$ cat config.mk
export PLATFORM = sky130hd
export DESIGN_NAME = ctrl_axi_sequencer
export DESIGN_NICKNAME = d
export VERILOG_FILES = /design/src/rtl/ctrl_axi_sequencer.sv
export SDC_FILE = /design/constraint.sdc
export NUM_CORES = 1
export LEC_CHECK = 0
export CAP_MARGIN = 20
export CORE_MARGIN = 2
export CORE_UTILIZATION = 43
export CTS_CLUSTER_DIAMETER = 200
export DETAILED_ROUTE_END_ITERATION = 6
export GPL_TIMING_DRIVEN = 0
export PLACE_DENSITY = 0.95
export SYNTH_ARGS = -nofsm -noshare
export SYNTH_HDL_FRONTEND = slang
export SYNTH_SLANG_ARGS = --single-unit
$ cat constraint.sdc
create_clock -name CLK -period 7.7 [get_ports CLK]
set_input_delay 1.925 -clock CLK [delete_from_list [all_inputs] [get_ports CLK]]
set_output_delay 1.925 -clock CLK [all_outputs]
set_load 0.03 [all_outputs]
$ cat src/rtl/ctrl_axi_sequencer.sv
// AXI3-style slave that serializes read/write bursts into single-beat register requests.
// One transaction in flight; AR/AW arbitrated round-robin in IDLE.
module ctrl_axi_sequencer #(
    parameter logic [31:0] C_CTRL_MEM0_BASEADDR = 32'h6e400000,
    parameter logic [31:0] C_CTRL_MEM0_HIGHADDR = 32'h6e4fffff
) (
    input  logic        CLK,
    input  logic        RST_N,
    input  logic [31:0] ctrl_araddr,
    input  logic [11:0] ctrl_arid,
    input  logic [3:0]  ctrl_arlen,
    input  logic        ctrl_arvalid,
    output logic        ctrl_arready,
    output logic [31:0] ctrl_rdata,
    output logic [11:0] ctrl_rid,
    output logic [1:0]  ctrl_rresp,
    output logic        ctrl_rlast,
    output logic        ctrl_rvalid,
    input  logic        ctrl_rready,
    input  logic [31:0] ctrl_awaddr,
    input  logic [11:0] ctrl_awid,
    input  logic [3:0]  ctrl_awlen,
    input  logic        ctrl_awvalid,
    output logic        ctrl_awready,
    input  logic [31:0] ctrl_wdata,
    input  logic        ctrl_wlast,
    input  logic        ctrl_wvalid,
    output logic        ctrl_wready,
    output logic [11:0] ctrl_bid,
    output logic [1:0]  ctrl_bresp,
    output logic        ctrl_bvalid,
    input  logic        ctrl_bready,
    output logic        reg_req_valid,
    output logic        reg_req_write,
    output logic [31:0] reg_req_addr,
    output logic [31:0] reg_req_wdata,
    input  logic        reg_req_ready,
    input  logic [31:0] reg_rdata
);

    typedef enum logic [2:0] {
        S_IDLE,
        S_RD_ISSUE,
        S_RD_DATA,
        S_WR_DATA,
        S_WR_RESP
    } state_t;

    state_t      state_q, state_d;
    logic [11:0] id_q, id_d;
    logic [31:0] addr_q, addr_d;
    logic [3:0]  len_q, len_d;
    logic [3:0]  cnt_q, cnt_d;
    logic [31:0] rdata_q, rdata_d;
    logic [1:0]  rresp_q, rresp_d;
    logic        dec_q, dec_d;
    logic        slv_q, slv_d;
    logic        last_wr_q, last_wr_d;

    logic [31:0] beat_addr;
    logic        beat_hit;
    logic        last_beat;
    logic        grant_rd;
    logic        grant_wr;

    // Every beat is decoded on its own, so a burst may straddle the window edge.
    assign beat_addr = addr_q + {26'd0, cnt_q, 2'b00};
    assign beat_hit  = (beat_addr >= C_CTRL_MEM0_BASEADDR) && (beat_addr <= C_CTRL_MEM0_HIGHADDR);
    assign last_beat = (cnt_q == len_q);

    assign grant_rd = ctrl_arvalid && (!ctrl_awvalid || last_wr_q);
    assign grant_wr = ctrl_awvalid && !grant_rd;

    assign ctrl_rdata    = rdata_q;
    assign ctrl_rresp    = rresp_q;
    assign ctrl_rid      = id_q;
    assign ctrl_bid      = id_q;
    assign ctrl_bresp    = dec_q ? 2'b11 : (slv_q ? 2'b10 : 2'b00);
    assign reg_req_addr  = beat_addr - C_CTRL_MEM0_BASEADDR;
    assign reg_req_wdata = ctrl_wdata;

    always_comb begin
        state_d       = state_q;
        id_d          = id_q;
        addr_d        = addr_q;
        len_d         = len_q;
        cnt_d         = cnt_q;
        rdata_d       = rdata_q;
        rresp_d       = rresp_q;
        dec_d         = dec_q;
        slv_d         = slv_q;
        last_wr_d     = last_wr_q;
        ctrl_arready  = 1'b0;
        ctrl_awready  = 1'b0;
        ctrl_rvalid   = 1'b0;
        ctrl_rlast    = 1'b0;
        ctrl_wready   = 1'b0;
        ctrl_bvalid   = 1'b0;
        reg_req_valid = 1'b0;
        reg_req_write = 1'b0;

        unique case (state_q)
            S_IDLE: begin
                ctrl_arready = grant_rd;
                ctrl_awready = grant_wr;
                if (grant_rd) begin
                    id_d      = ctrl_arid;
                    addr_d    = ctrl_araddr;
                    len_d     = ctrl_arlen;
                    cnt_d     = 4'd0;
                    last_wr_d = 1'b0;
                    state_d   = S_RD_ISSUE;
                end else if (grant_wr) begin
                    id_d      = ctrl_awid;
                    addr_d    = ctrl_awaddr;
                    len_d     = ctrl_awlen;
                    cnt_d     = 4'd0;
                    dec_d     = 1'b0;
                    slv_d     = 1'b0;
                    last_wr_d = 1'b1;
                    state_d   = S_WR_DATA;
                end
            end
            S_RD_ISSUE: begin
                if (beat_hit) begin
                    reg_req_valid = 1'b1;
                    if (reg_req_ready) begin
                        rdata_d = reg_rdata;
                        rresp_d = 2'b00;
                        state_d = S_RD_DATA;
                    end
                end else begin
                    rdata_d = 32'hdeadd00d;
                    rresp_d = 2'b11;
                    state_d = S_RD_DATA;
                end
            end
            S_RD_DATA: begin
                ctrl_rvalid = 1'b1;
                ctrl_rlast  = last_beat;
                if (ctrl_rready) begin
                    if (last_beat) begin
                        state_d = S_IDLE;
                    end else begin
                        cnt_d   = cnt_q + 4'd1;
                        state_d = S_RD_ISSUE;
                    end
                end
            end
            S_WR_DATA: begin
                if (beat_hit) begin
                    reg_req_valid = ctrl_wvalid;
                    reg_req_write = 1'b1;
                    ctrl_wready   = reg_req_ready;
                end else begin
                    ctrl_wready = 1'b1;
                end
                if (ctrl_wvalid && ctrl_wready) begin
                    if (!beat_hit) dec_d = 1'b1;
                    if (ctrl_wlast != last_beat) slv_d = 1'b1;
                    // Beat count comes from awlen alone; a misplaced wlast only flags an error.
                    if (last_beat) begin
                        state_d = S_WR_RESP;
                    end else begin
                        cnt_d = cnt_q + 4'd1;
                    end
                end
            end
            S_WR_RESP: begin
                ctrl_bvalid = 1'b1;
                if (ctrl_bready) state_d = S_IDLE;
            end
            default: state_d = S_IDLE;
        endcase
    end

    always_ff @(posedge CLK) begin
        if (!RST_N) begin
            state_q   <= S_IDLE;
            id_q      <= '0;
            addr_q    <= '0;
            len_q     <= '0;
            cnt_q     <= '0;
            rdata_q   <= '0;
            rresp_q   <= '0;
            dec_q     <= 1'b0;
            slv_q     <= 1'b0;
            last_wr_q <= 1'b1;
        end else begin
            state_q   <= state_d;
            id_q      <= id_d;
            addr_q    <= addr_d;
            len_q     <= len_d;
            cnt_q     <= cnt_d;
            rdata_q   <= rdata_d;
            rresp_q   <= rresp_d;
            dec_q     <= dec_d;
            slv_q     <= slv_d;
            last_wr_q <= last_wr_d;
        end
    end

endmodule

### Word-level counts from Yosys, hierarchy flattened

Index checks and enable logic that the tools add are counted.

| operators by class | value |
|---|---|
| $add $sub $neg | 3 |
| $mul | 0 |
| div/mod/pow operators | 0 |
| order comparisons | 2 |
| equality and inequality tests | 17 |
| shifts and indexed selects | 0 |
| multiplexer cells | 50 |
| bitwise gates (word level) | 0 |
| reductions and logical operators | 17 |

Operators by type and width:

| operator | number |
|---|---|
| 2-to-1 mux 32 bit | 4 |
| adder 32 x 6 -> 32 bit | 1 |
| >= comparator 32 x 31 -> 1 bit (second input constant) | 1 |
| less-or-equal comparator 32 x 31 -> 1 bit (second input constant) | 1 |
| subtractor 32 x 31 -> 32 bit (second input constant) | 1 |
| 2-to-1 mux 4 bit | 7 |
| 2-to-1 mux 12 bit | 2 |
| 2-to-1 mux 3 bit | 8 |
| 2-to-1 mux 1 bit | 20 |
| inequality test 2 bit (second input constant) | 9 |
| one-hot mux 3 bit (5 select lines) | 1 |
| one-hot mux 4 bit (3 select lines) | 1 |
| AND reduction 5 bit | 2 |
| 2-to-1 mux 2 bit | 4 |
| == test 3 x 2 -> 1 bit (second input constant) | 2 |
| inequality test 3 bit (second input constant) | 2 |
| one-hot mux 1 bit (2 select lines) | 3 |
| AND reduction 6 bit | 1 |
| adder 4 x 1 -> 4 bit (second input constant) | 1 |
| == test 4 bit | 1 |
| logical AND 1 bit | 4 |
| AND reduction 2 bit | 2 |
| AND reduction 4 bit | 1 |
| nonzero test 2 bit | 2 |
| other kinds (7) | 8 |

| storage, ports and cells | value |
|---|---|
| register bits after elaboration | 92 |
| bits in latches | 0 |
| bits in writable memories | 0 |
| bits in read-only memories | 0 |
| input bits | 169 |
| output and inout port bits | 132 |
| logic and storage cells | 99 |
| memories | 0 |

### Logic depth before layout (Yosys ltp)

Gate-level depths: netlist of the first run.

| logic depth | value |
|---|---|
| word-level depth | 8 |
| gate-level depth with buffers | 19 |
| gate-level depth less buffers | 18 |

### Least setup slack after synthesis of the first run

Ideal clock, no wire load.

| timing | value |
|---|---|
| kind | reg-to-output |
| start | register cnt_q[0] |
| end | output port reg_req_valid |
| data arrival time | 4.266 ns |
| data required time | 5.775 ns |
| setup slack | 1.509 ns |
| stages on the path, launching flop included | 17 |
| buffers on the path | 0 |
| cells stage by stage | dfxtp_1 ha_1 fa_1 a211oi_2 nor2_1 nand2_1 nor4_1 xnor2_1 inv_1 ha_1 nand4_1 nor4_1 and4_1 nand3_1 o21ai_0 o211ai_4 nor3_1 |

| on the way | value |
|---|---|
| cells in the longest elaborated chain, start to end | 5 |
| elaborated cells on any way between the ends | 7 |
| classes of those cells | add/sub (1); order compare (2); mux (3); reduce/logical (1) |

RTL lines:

| item | line | source |
|---|---|---|
| start: declaration | 53 | `logic [3:0] cnt_q, cnt_d;` |
| start signal: assignment | 194 | `cnt_q <= cnt_d;` |
| adder 32 x 6 -> 32 bit (*) | 67 | `assign beat_addr = addr_q + {26'd0, cnt_q, 2'b00};` |
| >= comparator 32 x 31 -> 1 bit or less-or-equal comparator 32 x 31 -> 1 bit (tied branches) | 68 | `assign beat_hit = (beat_addr >= C_CTRL_MEM0_BASEADDR) && (beat_addr <= C_CTRL_MEM0_HIGHADDR);` |
| logical AND 1 bit (*) | 68 |  |
| 2-to-1 mux 1 bit, on equally long branches | 151, 125 |  |
| one-hot mux 1 bit (2 select lines) (*) | 102 | `unique case (state_q)` |
| end: declaration | 33 | `output logic reg_req_valid,` |

Mark *: on every way between the ends. The rest lies on a longest branch, timed or not.

### Worst setup path after layout of the first run

Ends and elaborated chain as after synthesis.

==> flow_summary.json, run 1 <==
{
  "boundaryPins": 301,
  "cpMaxStageDelayCell": "clkdlybuf4s50_1",
  "postCtsHoldBufs": 0,
  "synth_top_area_cell": "dfxtp_1",
  "critPathMaxFanout": 9,
  "clock_sinks": 91,
  "ys_top_cells_by_area": "dfxtp_1 (32%), nand2_1 (8.9%), a311oi_1 (7.4%)",
  "grt_usage_pct": 26.4,
  "io_buffers": 268,
  "drv_cap": 0,
  "grt-ovfl-total": 0,
  "syn-cell-area_mm2": 0.00571,
  "areaGrowthSynthToFinish_pct": 56.4,
  "cp_top_family": "simple AND/OR/NAND/NOR gates",
  "crit_cells": 17,
  "async_flop_share_pct": 0,
  "max_freq_mhz": 139,
  "drtPass1Iterations": 5,
  "fin_hold_ws_ns": 0.452,
  "cts_made_buffers": 9,
  "drc": 0,
  "coreArea_mm2": 0.0131,
  "endpoint_kind": "output port",
  "hold_depth": 2,
  "path_buf_inv": 2,
  "holdPathEnd": "slv_q",
  "start_util_pct": 43.6,
  "ys_types": 72,
  "drive_gt1_share_pct": 10.7,
  "status": "finished, final reports clean",
  "max_stage_delay_ns": 0.71,
  "crit_required_ns": 5.78,
  "hpwl_um": 15300,
  "final_core_util_pct": 68.3,
  "hp-start": "slv_q",
  "vdd_drop_max_v": 0.000216,
  "post-cts-setup-buffers": 0,
  "fin_crit_sh_pct": 93.5,
  "synth_area_per_cell_um2": 8.02,
  "synth.yosys.warnings": 0,
  "ys_seq_area_share_pct": 31.9,
  "pwr_density_cell_mw_per_mm2": 340,
  "cts_resized": 0,
  "arrival_ns": 5.27,
  "setup_tns_ns": 0,
  "drt_iter0_markers": 409,
  "synth.top_cell.area_share_pct": 31.9,
  "grt_max_degree": 16,
  "period_needed_ns": 7.20,
  "final_nets": 1168,
  "htreeDepth": 3,
  "place_congestion": 0.940,
  "routed_wl_um": 19500,
  "skew_ns": 0.00708,
  "die_h_um": 119,
  "fp.dieW_um": 119,
  "seq_area_mm2": 0.00182,
  "n_antenna_cell": 0,
  "worstSetupPathType": "flop to output port",
  "synth_fp_nets": 889,
  "min_path_type": "flop to flop",
  "finalHoldViolations": 0,
  "grt_pass1_wl_um": 30000,
  "grt_pass1_vias": 6107,
  "finalSetupViolCount": 0,
  "via_per_inst": 5.43,
  "die_area_mm2": 0.0142,
  "wl_per_cell_um": 16.6,
  "finalMaxSlewViolations": 0,
  "power_mw": 3.04,
  "r2r_setup_slack_ns": 2.78,
  "synth_edf_count": 0,
  "clk_pin_slew_ns": 0.06,
  "via_count": 6359,
  "root_buffer": "clkbuf_16",
  "fill_cells": 1006,
  "reg2reg_depth": 19,
  "synth_flop_cell": "dfxtp_1",
  "relSlewSlack_pct": 50.8,
  "path_cells": "ha_1 -> fa_1 -> a211oi_2 -> nor2_1 -> nand2_1 -> nor4_1 -> xnor2_1 -> inv_1 -> ha_1 -> nand4_1 -> nor4_1 -> and4_1 -> nand3_1 -> o21ai_1 -> o211ai_4 -> nor3_1 -> clkdlybuf4s50_1",
  "r2r-start": "cnt_q[0]",
  "clk_latency_ns": 0.35,
  "postRouteAntennaNets": 0,
  "synth.most_common_cell": "nand2_1",
  "leakage_nw": 3.35,
  "ys_ff_latch": 91,
  "rows": 42,
  "multiInputGateArea_mm2": 0.00313,
  "cts_tree": "built",
  "cp-start-kind": "flop",
  "r2r_end": "ctrl_rdata[17]",
  "worst_slew_pin_slew_ns": 0.733,
  "antenna_found_initial": 0,
  "syn_inst": 712,
  "rsz0062_at_grt": "false",
  "synthTopCellsByCount": "nand2_1 (135), dfxtp_1 (91), nor2_1 (91)",
  "clockBufferDepth": 2
}
worst max-delay path by stage:
| stage | from | end | slack [ns] |
|---|---|---|---|
| floorplan | cnt_q[0] | reg_req_valid | 1.51 |
| global placement | cnt_q[0] | reg_req_valid | 0.88 |
| detailed placement | cnt_q[0] | reg_req_valid | 0.78 |
| CTS | cnt_q[0] | reg_req_valid | 0.39 |
| global route | cnt_q[0] | reg_req_valid | 0.11 |
| finish | cnt_q[0] | reg_req_valid | 0.50 |
routing by layer:
| metal | track usage [%] | vias to the layer above | wire length, um |
|---|---|---|---|
| met2 | 45.2 | 329 | 9700 |
| met5 | 0 | - | 0 |
| met3 | 5.36 | 50 | 1520 |
| li1 | - | 3032 | - |
| met1 | 31.5 | 2948 | 7600 |
| met4 | 12.6 | 0 | 686 |
area by class of cell:
| type | count | share of cell area (%) |
|---|---|---|
| plain buffers | 100 | 7.66 |
| clock buffers | 11 | 2.61 |
| clock inverters | 5 | 0.953 |
| inverters | 19 | 0.799 |
| multi-input cells | 502 | 35.1 |
| flip-flops and latches | 91 | 20.4 |
| well taps | 176 | 2.47 |
| repair buffers | 268 | 30.0 |
registers in the layout (all words and copies together) (netlist names):
name        count
addr_q         32
ctrl_rdata     32
ctrl_bid       12
cnt_q           4
len_q           4
state_q         3
ctrl_rresp      1
dec_q           1
last_wr_q       1
slv_q           1
placed cells by master, fill, tap and decap left out, drive strengths merged, types with 17 or more instances in the layout:
cell and count:
clkdlybuf4s50 268, buf 67, clkbuf 42, a311oi 48, o221a 18, xnor2 30
nor2 93, nand3 17, inv 21, dfxtp 91, nand2 135
stage by stage:
| stage | instance area, um2 | worst slack [ns] | cells |
|---|---|---|---|
| final | 8930 | 0.504 | 1172 |
| after global routing | 8930 | 0.114 | 1172 |
| after CTS | 8930 | 0.392 | 1172 |
| after detailed placement | 8610 | 0.784 | 1156 |
| after global placement | 8610 | 0.880 | 1156 |
| after floorplan | 5710 | 1.51 | 712 |
logic make-up (layout without fill, tap and decap cells):
kind of cell | Yosys count | in the layout | share of synthesized area, %
multiplexers | 2 | 2 | 0.351
flip-flops | 91 | 91 | 31.9
XOR/XNOR | 46 | 46 | 7.06
adder cells (fa/ha/maj) | 8 | 8 | 1.88
AO/OA/AOI/OAI | 135 | 135 | 20.3
buffers and inverters | 119 | 403 | 13.2
AND/OR/NAND/NOR | 311 | 311 | 25.3
worst register-to-register path: cells and delay by family, from the launching register on:
family / cells / cell delay, ns
compound gates: 5 / 1.09
xor+xnor: 1 / 0.19
fa+ha+maj: 3 / 0.79
buf+inv: 2 / 0.38
flops: 1 / 0.47
simple gates: 8 / 1.94
power by group:
group          internal (mW)  total [mW]  switching [mW]
clock                  0.287       0.481           0.194
sequential             0.617       0.739           0.122
combinational          0.767        1.82            1.05
total                   1.67        3.04            1.37
No activity file was read; power rests on OpenSTA's default activity.
==> run 2, diff against run 1 <==
- CORE_UTILIZATION: 43 -> 35
- PLACE_DENSITY: 0.95 -> 0.84
==> run 2 against run 1 <==
Compared with the run above:
- core utilization decreased by 12 points
- sequential power about the same
- routed wire length decreased by 0.59%
- clock skew is essentially flat
- design area up 0.41%
- count of clock-buffer cells in the layout is 1 lower
- power down 0.80%
- first-iteration DRC count is 3.2% higher
- flip-flop and latch count unchanged
- setup slack better by 0.0073 ns
- largest power group unchanged
==> flow_summary.json, run 2 (synthesis gave the netlist of run 1 again) <==
{
  "placed_cell_area_mm2": 0.00866,
  "cp-endpoint": "reg_req_valid",
  "fin_cells": 1213,
  "clk_latency_ns": 0.35,
  "wl_per_cell_um": 16.0,
  "clockBufferDepth": 2,
  "clock_sinks": 91,
  "path_cells": "ha_1 -> fa_1 -> a211oi_2 -> nor2_1 -> nand2_1 -> nor4_1 -> xnor2_1 -> inv_1 -> ha_1 -> nand4_1 -> nor4_1 -> and4_1 -> nand3_1 -> o21ai_1 -> o211ai_4 -> nor3_1 -> clkdlybuf4s50_1",
  "areaGrowthSynthToFinish_pct": 57.0,
  "fill_cells": 1455,
  "htreeDepth": 3,
  "fp.dieW_um": 132,
  "clkPwrFrac_pct": 15.2,
  "skew_ns": 0.00710,
  "status": "finished, final reports clean",
  "pwr-share-comb_pct": 60.2,
  "grt_pass1_vias": 6136,
  "final_nets": 1168,
  "final_cell_mix": "clkdlybuf4s50_1 (268), nand2_1 (135), nor2_1 (91), dfxtp_1 (91), buf_4 (53)",
  "grt_max_degree": 16,
  "via_count": 6225,
  "cp_top_family": "simple AND/OR/NAND/NOR gates",
  "final_common_cell": "clkdlybuf4s50_1",
  "postRouteAntennaNets": 0,
  "grt_usage_pct": 21.8,
  "via_per_inst": 5.13,
  "critPathMaxFanout": 9,
  "critPathLaunch": "cnt_q[0]",
  "cts_made_buffers": 9,
  "placedCellCount": 1196,
  "drtPass1Iterations": 5,
  "root_buffer": "clkbuf_16",
  "hpwl_um": 15300,
  "finalMaxSlewViolations": 0,
  "cpMaxStageDelayCell": "clkdlybuf4s50_1",
  "postCtsHoldBufs": 0,
  "finalHoldViolations": 0,
  "crit_required_ns": 5.78,
  "min_path_type": "flop to flop",
  "max_stage_delay_ns": 0.71,
  "power.switching_mw": 1.37,
  "die_area_mm2": 0.0174,
  "max_freq_mhz": 139,
  "vdd_drop_max_v": 0.000180,
  "cp-start-kind": "flop",
  "path_buf_inv": 2,
  "start_util_pct": 35.8,
  "drive_gt1_share_pct": 10.9,
  "rows": 46,
  "finalSetupViolCount": 0,
  "arrival_ns": 5.26,
  "worstSetupPathType": "flop to output port",
  "r2r_end": "ctrl_rdata[28]",
  "cts_tree": "built",
  "relSlewSlack_pct": 52.4,
  "boundaryPins": 301,
  "setup_tns_ns": 0,
  "period_needed_ns": 7.19,
  "leakage_nw": 3.34,
  "fin_crit_sh_pct": 93.4,
  "coreArea_mm2": 0.0159,
  "drv_cap": 0,
  "hold_depth": 2,
  "drt_iter0_markers": 422,
  "io_buffers": 268,
  "reg2reg_depth": 19,
  "rsz0062_at_grt": "false",
  "grt_pass1_wl_um": 30900,
  "seqPwrFrac_pct": 24.6,
  "place_congestion": 0.932,
  "r2r-start": "cnt_q[0]",
  "r2r_setup_slack_ns": 2.83,
  "die_h_um": 132,
  "grt-ovfl-total": 0,
  "routed_wl_um": 19400,
  "pwr_density_cell_mw_per_mm2": 336,
  "fin_area_mm2": 0.00897,
  "drc": 0,
  "clk_pin_slew_ns": 0.07,
  "power.internal_mw": 1.64,
  "swShare_pct": 45.4,
  "crit_cells": 17,
  "antenna_found_initial": 0,
  "endpoint_kind": "output port",
  "worst_slew_pin_slew_ns": 0.708
}
run 2: changes by cell type in the layout (fill, tap and decap cells not counted), sizes merged:
cell,delta
clkinv,+1
clkbuf,-1
bufinv,-1
diode,+2
run 2: area by class of cell:
| class | count | area, um2 | share of cell area (%) |
|---|---|---|---|
| Antenna cell | 2 | 5.00 | 0.0558 |
| Buffer | 100 | 684 | 7.63 |
| Clock buffer | 10 | 239 | 2.66 |
| Clock inverter | 5 | 60.1 | 0.670 |
| Inverter | 19 | 71.3 | 0.795 |
| Multi-Input combinational cell | 502 | 3130 | 34.9 |
| Sequential cell | 91 | 1820 | 20.3 |
| Tap cell | 216 | 270 | 3.01 |
| Timing Repair Buffer | 268 | 2680 | 29.9 |
run 2: worst min-delay path, delay by kind of cell, from the launching register on:
kind            cells  cell delay, ns
flops               1            0.32
compound gates      1            0.05
buf+inv             1            0.06
run 2: routing by layer:
metal	wire (um)	up-vias	part of all wire, %	GRT usage [%]
met1	8200	2885	42	26.5
met3	1460	27	7.6	4.96
met4	445	0	2.3	7.97
met2	9270	280	48	37.8
li1	-	3033	-	-
met5	0	-	0	0
run 2: repair_timing:
action                     4_1_cts  5_1_grt
setup endpoints to repair        0        2
resized for setup                0        1
buffers inserted                 0        0
run 2: metrics by stage:
step	power [mW]	hold WS [ns]	setup slack [ns]	utilization, %
after CTS	3.02	0.457	0.393	56.2
after detailed placement	2.56	0.446	0.800	54.3
after floorplan	1.89	0.419	1.51	-
after global placement	2.53	0.433	0.857	54.3
after global routing	3.19	0.486	0.147	56.2
final	3.01	0.468	0.511	56.2
run 2: worst min path at each step:
stage	start	to	slack, ns
after floorplan	slv_q	slv_q	0.42
after global placement	slv_q	slv_q	0.43
after detailed placement	slv_q	slv_q	0.45
after CTS	slv_q	slv_q	0.46
after global routing	slv_q	slv_q	0.49
final	slv_q	slv_q	0.47
run 2: power groups by stage:
stage / Clock, mW / Sequential (mW) / Combinational [mW]
CTS: 0.468 / 0.741 / 1.82
global placement: 0 / 0.747 / 1.79
floorplan: 0 / 0.828 / 1.06
detailed placement: 0 / 0.748 / 1.81
global route: 0.486 / 0.760 / 1.94
finish: 0.458 / 0.741 / 1.81
==> run 3, diff against run 2 <==
- CORE_MARGIN: 2 -> not set
- SKIP_LAST_GASP: not set -> 1
- TNS_END_PERCENT: not set -> 20
==> run 3 against run 2 <==
Compared with the run above:
- setup slack worse by 0.077 ns
- global-route usage fell by 0.053 points
- fmax is 1.1% lower
- die area down 3.0%
==> flow_summary.json, run 3 (synthesis gave the netlist of run 1 again) <==
{
  "start_util_pct": 35.9,
  "crit_required_ns": 5.78,
  "post-cts-setup-buffers": 0,
  "holdPathEnd": "slv_q",
  "final_common_cell": "clkdlybuf4s50_1",
  "postRouteAntennaNets": 0,
  "io_buffers": 268,
  "via_count": 6184,
  "fp.dieW_um": 130,
  "grt_usage_pct": 21.8,
  "cts_made_buffers": 9,
  "wl_per_cell_um": 15.7,
  "finalSetupViolCount": 0,
  "cp-start-kind": "flop",
  "grt-ovfl-total": 0,
  "fin_hold_ws_ns": 0.446,
  "cp_top_family": "simple AND/OR/NAND/NOR gates",
  "postCtsHoldBufs": 0,
  "clock_sinks": 91,
  "clockBufferDepth": 2,
  "endpoint_kind": "output port",
  "hp-start": "slv_q",
  "r2r_end": "ctrl_rdata[23]",
  "finalMaxSlewViolations": 0,
  "hold_depth": 2,
  "drtPass1Iterations": 5,
  "pwr_density_cell_mw_per_mm2": 335,
  "path_cells": "ha_1 -> fa_1 -> a211oi_2 -> nor2_1 -> nand2_1 -> nor4_1 -> xnor2_1 -> inv_1 -> ha_1 -> nand4_1 -> nor4_1 -> and4_1 -> nand3_1 -> o21ai_0 -> o211ai_4 -> nor3_1 -> clkdlybuf4s50_1",
  "clk_latency_ns": 0.35,
  "worst_slew_pin_slew_ns": 0.777,
  "final_nets": 1168,
  "final_cell_mix": "clkdlybuf4s50_1 (268), nand2_1 (135), nor2_1 (91), dfxtp_1 (91), buf_4 (53)",
  "status": "finished, final reports clean",
  "via_per_inst": 5.10,
  "grt_max_degree": 16,
  "rsz0062_at_grt": "false",
  "drive_gt1_share_pct": 10.7,
  "r2r-start": "cnt_q[0]",
  "vdd_drop_max_v": 0.000193,
  "cts_tree": "built",
  "relSlewSlack_pct": 47.9,
  "boundaryPins": 301,
  "grt_pass1_vias": 5775,
  "max_stage_delay_ns": 0.71,
  "worstSetupPathType": "flop to output port",
  "cpMaxStageDelayCell": "clkdlybuf4s50_1",
  "die_h_um": 130,
  "die_area_mm2": 0.0168,
  "skew_ns": 0.00949,
  "arrival_ns": 5.34,
  "antenna_found_initial": 0,
  "clk_pin_slew_ns": 0.07,
  "rows": 46,
  "max_freq_mhz": 138,
  "critPathMaxFanout": 9,
  "fin_area_mm2": 0.00896,
  "htreeDepth": 3,
  "cts_resized": 0,
  "hpwl_um": 15200,
  "n_antenna_cell": 0,
  "leakage_nw": 3.33,
  "drv_cap": 0,
  "place_congestion": 0.887,
  "setup_tns_ns": 0,
  "root_buffer": "clkbuf_16",
  "routed_wl_um": 19100,
  "drc": 0,
  "r2r_setup_slack_ns": 2.74,
  "path_buf_inv": 2,
  "grt_pass1_wl_um": 28500,
  "min_path_type": "flop to flop",
  "fin_crit_sh_pct": 94.4,
  "period_needed_ns": 7.27,
  "coreArea_mm2": 0.0159,
  "placed_cell_area_mm2": 0.00866,
  "areaGrowthSynthToFinish_pct": 56.9,
  "reg2reg_depth": 19,
  "drt_iter0_markers": 411,
  "finalHoldViolations": 0
}
run 3: tightest hold or removal path: cells and delay by family (launching register included):
kind | cells | cell delay [ns]
AO/OA/AOI/OAI | 1 | 0.05
flip-flops | 1 | 0.31
buffers and inverters | 1 | 0.04
run 3: routing by layer:
metal  GRT usage [%]  part of all wire [%]
met5               0                     0
met4            8.00                   2.2
met3            4.02                   6.7
met2            37.8                    49
met1            26.8                    42
run 3: metrics by stage:
step                power [mW]  worst slack [ns]  std cells  utilization [%]
finish                    3.00             0.434       1212             56.4
global route              3.18             0.135       1212             56.4
CTS                       3.02             0.432       1212             56.4
detailed placement        2.55             0.839       1196             54.5
global placement          2.53             0.880       1196             54.5
floorplan                 1.89              1.51        712                -
run 3: worst max-delay path by stage:
| stage | from | end | slack, ns | depth (start not counted) |
|---|---|---|---|---|
| 2_1_floorplan | cnt_q[0] | reg_req_valid | 1.51 | 16 |
| 3_3_place_gp | cnt_q[0] | reg_req_valid | 0.88 | 17 |
| 3_5_place_dp | cnt_q[0] | reg_req_valid | 0.84 | 17 |
| 4_1_cts | cnt_q[0] | reg_req_valid | 0.43 | 17 |
| 5_1_grt | cnt_q[0] | reg_req_valid | 0.13 | 17 |
| 6_report | cnt_q[0] | reg_req_valid | 0.43 | 17 |
run 3: power by group:
group	switching, mW	internal (mW)
Sequential	0.126	0.617
Combinational	1.04	0.766
Clock	0.196	0.254
Total	1.36	1.64
run 3: final cells by class:
cell class,instances,area [um2]
plain buffers,100,684
well taps,216,270
flip-flops and latches,91,1820
fillers,1464,6930
repair buffers,268,2680
clock buffers,11,233
multi-input cells,502,3130
clock inverters,5,62.6
inverters,19,71.3
